$ cat config.mk
export PLATFORM = sky130hd
export DESIGN_NAME = output_control
export DESIGN_NICKNAME = d
export VERILOG_FILES = /design/src/rtl/output_control.sv
export SDC_FILE = /design/constraint.sdc
export NUM_CORES = 1
export LEC_CHECK = 0
export ABC_AREA = 0
export BUFFER_PORTS_ARGS = -buffer_cell sky130_fd_sc_hd__buf_2
export CAP_MARGIN = 20
export CELL_PAD_IN_SITES_DETAIL_PLACEMENT = 0
export CELL_PAD_IN_SITES_GLOBAL_PLACEMENT = 1
export CORE_MARGIN = 2
export CORE_UTILIZATION = 50
export DETAILED_ROUTE_END_ITERATION = 6
export GPL_ROUTABILITY_DRIVEN = 0
export PLACE_DENSITY = 0.76
export SLEW_MARGIN = 15
export SYNTH_ARGS = -nofsm -noshare
export SYNTH_HDL_FRONTEND = slang
export SYNTH_SLANG_ARGS = --single-unit
$ cat constraint.sdc
create_clock -name clk -period 8.8 [get_ports clk]
set_clock_uncertainty 0.15 [all_clocks]
set_input_delay 0.44 -clock clk [delete_from_list [all_inputs] [get_ports clk]]
set_output_delay 0.44 -clock clk [all_outputs]
set_load 0.01 [all_outputs]
$ cat src/rtl/output_control.sv
`default_nettype none
// output_control: buffers result rows from the systolic array and streams them
// LSB-first on one serial pin (column 0 first, row by row), paced by unload_en.
module output_control #(
  parameter int D_W   = 8,
  parameter int N     = 2,
  parameter int WORD  = 8,
  parameter int OUT_W = 2 * D_W
) (
  input  logic               clk,
  input  logic               rst,
  input  logic [N*OUT_W-1:0] res_in_flat,
  input  logic               res_valid,
  input  logic               unload_en,
  output logic               data_out,
  output logic               out_valid,
  output logic               done,
  output logic               full,
  output logic               busy
);

  localparam int RW = $clog2(WORD + 1);
  localparam int AW = (WORD > 1) ? $clog2(WORD) : 1;
  localparam int CW = (N > 1) ? $clog2(N) : 1;
  localparam int BW = (OUT_W > 1) ? $clog2(OUT_W) : 1;

  localparam logic [RW-1:0] ROW_MAX  = RW'(WORD);
  localparam logic [RW-1:0] ROW_LAST = RW'(WORD - 1);
  localparam logic [CW-1:0] COL_LAST = CW'(N - 1);
  localparam logic [BW-1:0] BIT_LAST = BW'(OUT_W - 1);

  typedef enum logic [1:0] {
    IDLE  = 2'd0,
    SHIFT = 2'd1,
    DONE  = 2'd2
  } state_t;

  state_t         state;
  state_t         state_next;
  logic [RW-1:0]  row_count;
  logic [RW-1:0]  rd_row;
  logic [CW-1:0]  rd_col;
  logic [BW-1:0]  bit_cnt;
  logic [OUT_W-1:0] mem [WORD][N];

  logic capture;
  logic last_bit;
  logic cur_bit;

  assign cur_bit = mem[rd_row[AW-1:0]][rd_col][bit_cnt];
  assign busy    = (state != IDLE);

  always_comb begin
    capture    = (state == IDLE) && res_valid && (row_count < ROW_MAX);
    last_bit   = (rd_row == row_count - RW'(1)) && (rd_col == COL_LAST) &&
                 (bit_cnt == BIT_LAST);
    state_next = state;
    case (state)
      // A row captured on this same edge counts toward a non-empty buffer.
      IDLE:    if (unload_en && ((row_count != '0) || res_valid)) state_next = SHIFT;
      SHIFT:   if (unload_en && last_bit) state_next = DONE;
      DONE:    state_next = IDLE;
      default: state_next = IDLE;
    endcase
  end

  always_ff @(posedge clk) begin
    if (!rst) state <= IDLE;
    else      state <= state_next;
  end

  always_ff @(posedge clk) begin
    if (capture) begin
      for (int c = 0; c < N; c++) begin
        mem[row_count[AW-1:0]][c] <= res_in_flat[c*OUT_W +: OUT_W];
      end
    end
  end

  always_ff @(posedge clk) begin
    if (!rst) begin
      row_count <= '0;
      rd_row    <= '0;
      rd_col    <= '0;
      bit_cnt   <= '0;
      data_out  <= 1'b0;
      out_valid <= 1'b0;
      done      <= 1'b0;
      full      <= 1'b0;
    end else begin
      done <= 1'b0;
      if (capture) begin
        row_count <= row_count + RW'(1);
        full      <= (row_count == ROW_LAST);
      end
      case (state)
        IDLE: out_valid <= 1'b0;
        SHIFT: begin
          if (unload_en) begin
            data_out  <= cur_bit;
            out_valid <= 1'b1;
            // Pointers stop on the final bit; DONE clears them.
            if (!last_bit) begin
              if (bit_cnt == BIT_LAST) begin
                bit_cnt <= '0;
                if (rd_col == COL_LAST) begin
                  rd_col <= '0;
                  rd_row <= rd_row + RW'(1);
                end else begin
                  rd_col <= rd_col + CW'(1);
                end
              end else begin
                bit_cnt <= bit_cnt + BW'(1);
              end
            end
          end else begin
            out_valid <= 1'b0;
          end
        end
        DONE: begin
          done      <= 1'b1;
          out_valid <= 1'b0;
          row_count <= '0;
          rd_row    <= '0;
          rd_col    <= '0;
          bit_cnt   <= '0;
          full      <= 1'b0;
        end
        default: out_valid <= 1'b0;
      endcase
    end
  end

endmodule
`default_nettype wire

==> impl_metrics.csv, run 1 <==
group,metric,value,unit
timing,slew_headroom,0.439,
timing,rsz0062_at_grt,"no",
clock_tree,cts-root-buf,"clkbuf_16",
synth,yosysTopAreaCellShare,0.703,
setup_path,max_stage_delay,740,ps
cells_and_area,fillCellCount,1598,
outcome,outcome,"complete, no violations",
grt,gr-usage-all-layers,0.188,
clock_tree,htreeDepth,1,
grt,grt_pass1_wl,33400,um
synth,syn-instance-count,570,
timing,slew_viol_final,0,
routing,first_pass_iters,5,
synth,synthXorXnorAreaFrac,0.00939,
synth,synth_commonest_cells,"edfxtp_1 (256), mux4_2 (54), a22oi_1 (28)",
power_and_ir_drop,p_leak,4.04,nW
setup_path,cp-end-kind,"flop",
synth,synth_top_area_cell,"edfxtp_1",
die,num_rows,54,
die,die_h,152,um
routing,drc,0,
routing,num_vias,5552,
synth,synth_top_family_by_area,"multiplexers",
cells_and_area,post-route-util,0.590,
clock_tree,cts_setup_buffers,0,
clock_tree,path_clk_slew,60,ps
cells_and_area,drive_gt1_frac,0.260,
cells_and_area,diodes,0,
synth,synthTopCellsByArea,"edfxtp_1 (70%), mux4_2 (11%), dfxtp_1 (4.0%)",
die,core,21600,um2
cells_and_area,seq_area,8140,um2
timing,hold_viol,0,
synth,synth_mux_area_frac,0.132,
timing,setup_violations,0,
timing,min_period,3110,ps
routing,drt-wirelength-per-cell,22.6,um
synth,ys_seq_area_frac,0.744,
timing,fin_setup_tns,0,ps
clock_tree,clock_sinks,278,
timing,max_slew.worst_pin.slew,841,ps
placed_design,portBuffers,40,
setup_path,path_buf_inv,1,
placed_design,postPlaceCellArea,11600,um2
clock_tree,cts_made_buffers,29,
routing,drt-total-wl,21500,um
grt,grt_max_degree,56,
synth,synth_edf_count,256,
setup_path,critPathRequiredTime,9100,ps
cells_and_area,area_growth,16.7,%
synth,synth_most_common_cell,"edfxtp_1",
timing,fin_ws,5690,ps
placed_design,hpwl,12800,um
synth,synth.net_count,611,
synth,synth_compound_area_frac,0.0489,
setup_path,crit_path_start_kind,"flop",
power_and_ir_drop,p_per_area,219,nW/um2
power_and_ir_drop,ir_worst_vdd,0.192,mV
setup_path,cpMaxStageDelayCell,"buf_4",
timing,clock.fmax,321,MHz
synth,synthAdderAreaFrac,0.00572,
routing,drt_iter0_drc,453,
clock_tree,clockBufferDepth,3,
flow_run,drv_cap,0,
cells_and_area,nets,691,
setup_path,worst-path-max-fanout,55,
routing,antenna_left,0,
setup_path,critPathArrivalTime,3410,ps
clock_tree,tritoncts,"yes",
placed_design,place_ws,5610,ps
routing,vias_per_cell,5.83,
cells_and_area,design_area,12800,um2
synth,ys_warn_count,0,
setup_path,crit_type,"flop to flop",
synth,syn_avg_cell_area,19.2,um2
power_and_ir_drop,finalPower,2.79,mW
die,ios,41,
synth,synth-simple-area-share,0.0460,
synth,syn_area,10900,um2
placed_design,dpl.cell_count,880,
cells_and_area,stdcell_count,952,
timing,period_share,0.354,
setup_path,cp_top_family,"multiplexers",
synth,synth_ff_type,"edfxtp_1",
timing,holdWs,17.7,ps
die,start_util,0.506,
hold_path,hold_class,"input port to flop",
synth,synth.distinct_cells,49,
synth,ys_seq_elements,278,
grt,grt_overflow_total,0,
die,die_w,152,um
grt,grt_pass1_vias,5674,
die,dieArea,23100,um2
cells_and_area,multiInputGateArea,2700,um2
synth,async_reset_ff_frac,0,
grt,antenna_found_initial,0,
setup_path,path_cells,"buf_4 > mux4_2 > mux2i_1 > a211oi_1 > o22ai_1 > nand4_1 > a31o_1",
clock_tree,clkLatencyLatePin,560,ps
==> power breakdown <==
| group | internal, mW | total (mW) | switching (mW) | leakage [nW] |
|---|---|---|---|---|
| clock network | 0.724 | 1.22 | 0.495 | 0.455 |
| logic | 0.0388 | 0.0982 | 0.0594 | 1.09 |
| registers | 1.47 | 1.48 | 0.00897 | 2.50 |
| total | 2.23 | 2.79 | 0.563 | 4.04 |
==> worst reg2reg max path: cells and delay by family (launching register included) <==
kind                   cells  cell delay, ps
AO/OA/AOI/OAI              3             560
multiplexers               2             920
buffers and inverters      1             750
flip-flops                 1             530
AND/OR/NAND/NOR            1             110
==> cell usage in the layout, fill, tap and decap left out, types with 5 or more instances in the layout <==
| master | Yosys | final |
|---|---|---|
| buf_12 | 0 | 5 |
| clkbuf_1 | 7 | 6 |
| mux4_2 | 54 | 54 |
| edfxtp_1 | 256 | 256 |
| clkbuf_16 | 0 | 29 |
| dlygate4sd3_1 | 0 | 19 |
| a22oi_1 | 28 | 28 |
| nand3_1 | 6 | 6 |
| clkinv_1 | 0 | 5 |
| nand2_1 | 17 | 17 |
| buf_2 | 4 | 40 |
| mux2i_1 | 18 | 18 |
| nor2_4 | 0 | 6 |
| and2_1 | 5 | 5 |
| nand2b_1 | 6 | 6 |
| nor2_1 | 27 | 21 |
| a21oi_1 | 21 | 21 |
| buf_4 | 9 | 5 |
| dfxtp_1 | 22 | 20 |
| ha_1 | 5 | 5 |
| inv_1 | 8 | 8 |
| nor2b_1 | 7 | 7 |
==> metal layers <==
layer,GRT usage,share of wire,vias up
met2,0.297,0.47,167
met1,0.269,0.44,2847
met4,0.0605,0.030,0
li1,-,-,2495
met5,0,0,-
met3,0.0337,0.057,43
==> kinds of logic (layout without fill, tap and decap cells) <==
kind of cell             count (synthesis)  after routing
AO/OA/AOI/OAI                           75             75
XOR/XNOR                                10             10
adder cells (fa/ha/maj)                  5              5
buffers and inverters                   30            132
flip-flops                             278            278
multiplexers                            76             76
AND/OR/NAND/NOR                         96             96
==> area by class of cell <==
class                      count  share of cell area
clock buffer                  35              0.0587
inverter                       8             0.00235
tap                          280              0.0275
sequential                   278               0.638
clock inverter                18              0.0164
timing repair buffer          71              0.0457
multi-input combinational    262               0.212
==> timing repair <==
action / 4_1_cts / 5_1_grt
resized for setup: 0 / 0
hold buffers: 19 / 0
hold endpoints to repair: 142 / 0
==> flip-flops by register name (all words and copies together) (netlist names), 2 cells and up, named ones only <==
name and flops:
mem 256, row_count 4, state 2, rd_row 4, bit_cnt 4
==> worst paths after layout <==
kind / from / end / slack (ps) / depth (start not counted)
setup / recovery: flop / data_out / 5690 / 7
hold / removal: res_in_flat[21] / mem[0][5] / 20 / 1
setup reg to reg: flop / data_out / 5690 / 7
hold reg to reg: full / full / 330 / 2
Power figures use the tool's default switching activity.
==> inputs of run 2 (changes only) <==
CORE_UTILIZATION = 48   (was 50)
PLACE_DENSITY = 0.77   (was 0.76)
clock period = 2.8 ns   (was 8.8 ns; I/O delays follow)
==> impl_metrics.csv, run 2 (synthesis gave the netlist of run 1 again) <==
group,metric,value,unit
outcome,outcome,"complete, no violations",
cells_and_area,multiInputGateArea,2710,um2
setup_path,crit_type,"flop to flop",
cells_and_area,drive_gt1_frac,0.259,
power_and_ir_drop,p_per_area,655,nW/um2
timing,rsz0062_at_grt,"no",
die,die_h,155,um
timing,min_period,2560,ps
placed_design,portBuffers,40,
placed_design,hpwl,13100,um
setup_path,path_cells,"inv_1 > ha_1 > xor2_1 > nand4_1 > o31a_4 > a21boi_2 > or3_1 > a21oi_1",
setup_path,max_stage_delay,450,ps
cells_and_area,final_cell_mix,"edfxtp_1 (256), mux4_2 (54), buf_2 (40), dlygate4sd3_1 (36), clkbuf_16 (29)",
setup_path,worst-r2r-setup-slack,240,ps
clock_tree,htreeDepth,1,
die,dieArea,24000,um2
routing,antenna_left,0,
timing,fin_setup_tns,0,ps
die,start_util,0.486,
setup_path,worst-r2r-cell-count,8,
clock_tree,cts_made_buffers,28,
grt,grt_max_degree,33,
routing,drt-wirelength-per-cell,22.3,um
cells_and_area,largest_reg_flops,256,
clock_tree,clockBufferDepth,3,
timing,clock.fmax,391,MHz
setup_path,cp-end-kind,"flop",
cells_and_area,nets,715,
power_and_ir_drop,p_leak,4.12,nW
grt,grt_pass1_vias,5978,
routing,num_vias,5682,
die,die_w,155,um
setup_path,cpMaxStageDelayCell,"dfxtp_1",
clock_tree,tritoncts,"yes",
die,num_rows,55,
setup_path,crit_path_start_kind,"flop",
timing,slew_viol_final,0,
routing,drc,0,
cells_and_area,fillCellCount,1663,
cells_and_area,area_growth,18.9,%
timing,setup_violations,0,
cells_and_area,layout_commonest_cell,"edfxtp_1",
die,ios,41,
hold_path,min_to,"mem[7][9]",
timing,max_slew.worst_pin.slew,779,ps
clock_tree,cts-root-buf,"clkbuf_16",
setup_path,critPathArrivalTime,2790,ps
grt,antenna_found_initial,1,
clock_tree,clkLatencyLatePin,530,ps
timing,slew_headroom,0.480,
clock_tree,ctsResizeCount,0,
die,core,22500,um2
clock_tree,cts_hold_buffers,36,
grt,grt_pass1_wl,33900,um
cells_and_area,post-route-util,0.577,
grt,gr-usage-all-layers,0.186,
timing,hold_viol,0,
power_and_ir_drop,ir_worst_vdd,0.498,mV
routing,vias_per_cell,5.79,
cells_and_area,seq_area,8140,um2
setup_path,r2r-start,"row_count[0]",
hold_path,hold_depth,2,
routing,drt_iter0_drc,439,
routing,first_pass_iters,5,
flow_run,drv_cap,0,
clock_tree,path_clk_slew,60,ps
hold_path,hp-start,"res_in_flat[25]",
grt,grt_overflow_total,0,
setup_path,critPathRequiredTime,3030,ps
routing,drt-total-wl,21800,um
clock_tree,cts_setup_buffers,0,
clock_tree,clock_sinks,278,
hold_path,hold_class,"input port to flop",
timing,period_share,0.914,
setup_path,worst-path-max-fanout,8,
## run 2: report_power, final
| group | internal, mW | switching [mW] | leakage, nW |
|---|---|---|---|
| combinational | 0.144 | 0.192 | 1.20 |
| sequential | 4.61 | 0.0207 | 2.50 |
| clock | 2.08 | 1.46 | 0.422 |
| total | 6.83 | 1.68 | 4.12 |
## run 2: worst max-delay path by stage
stage,from,endpoint,slack (ps),depth (start not counted)
after floorplan,state[1],mem[4][0],-390,4
after global placement,row_count[0],flop,300,8
after detailed placement,row_count[0],flop,260,8
after CTS,row_count[0],flop,220,8
after global routing,row_count[0],flop,5,8
final,row_count[0],flop,240,8
## run 2: worst max-delay path, delay by kind of cell (launching register included)
kind                       cells  cell delay, ps
and+or+nand+nor                2             390
DFF                            1             450
xor gates and xnor gates       1             170
AOI/OAI and AO/OA              3             820
buffers and inverters          1             120
adders and majority gates      1             320
## run 2: area by class of cell
class / count / share of cell area
multi-input cells: 262 / 0.209
diodes: 1 / 0.000193
flip-flops and latches: 278 / 0.626
clock buffers: 36 / 0.0579
well taps: 285 / 0.0274
inverters: 8 / 0.00231
repair buffers: 96 / 0.0672
clock inverters: 15 / 0.0100
## run 2: through the flow
stage | hold slack [ps] | cells | power, mW | cell area (um2) | setup WS [ps]
after CTS | 245 | 980 | 8.59 | 13000 | 219
final | 258 | 981 | 8.51 | 13000 | 241
after detailed placement | 257 | 893 | 5.02 | 11700 | 257
after floorplan | 88.9 | 570 | 4.87 | 10900 | -392
after global routing | 266 | 981 | 8.79 | 13000 | 5.26
after global placement | 246 | 893 | 5.00 | 11700 | 295
## run 2: routing by layer
metal / vias to the layer above / global-route usage / wire, um
li1: 2535 / - / -
met1: 2955 / 0.256 / 9510
met2: 168 / 0.318 / 10900
met3: 24 / 0.0281 / 1130
met4: 0 / 0.0445 / 298
met5: - / 0 / 0
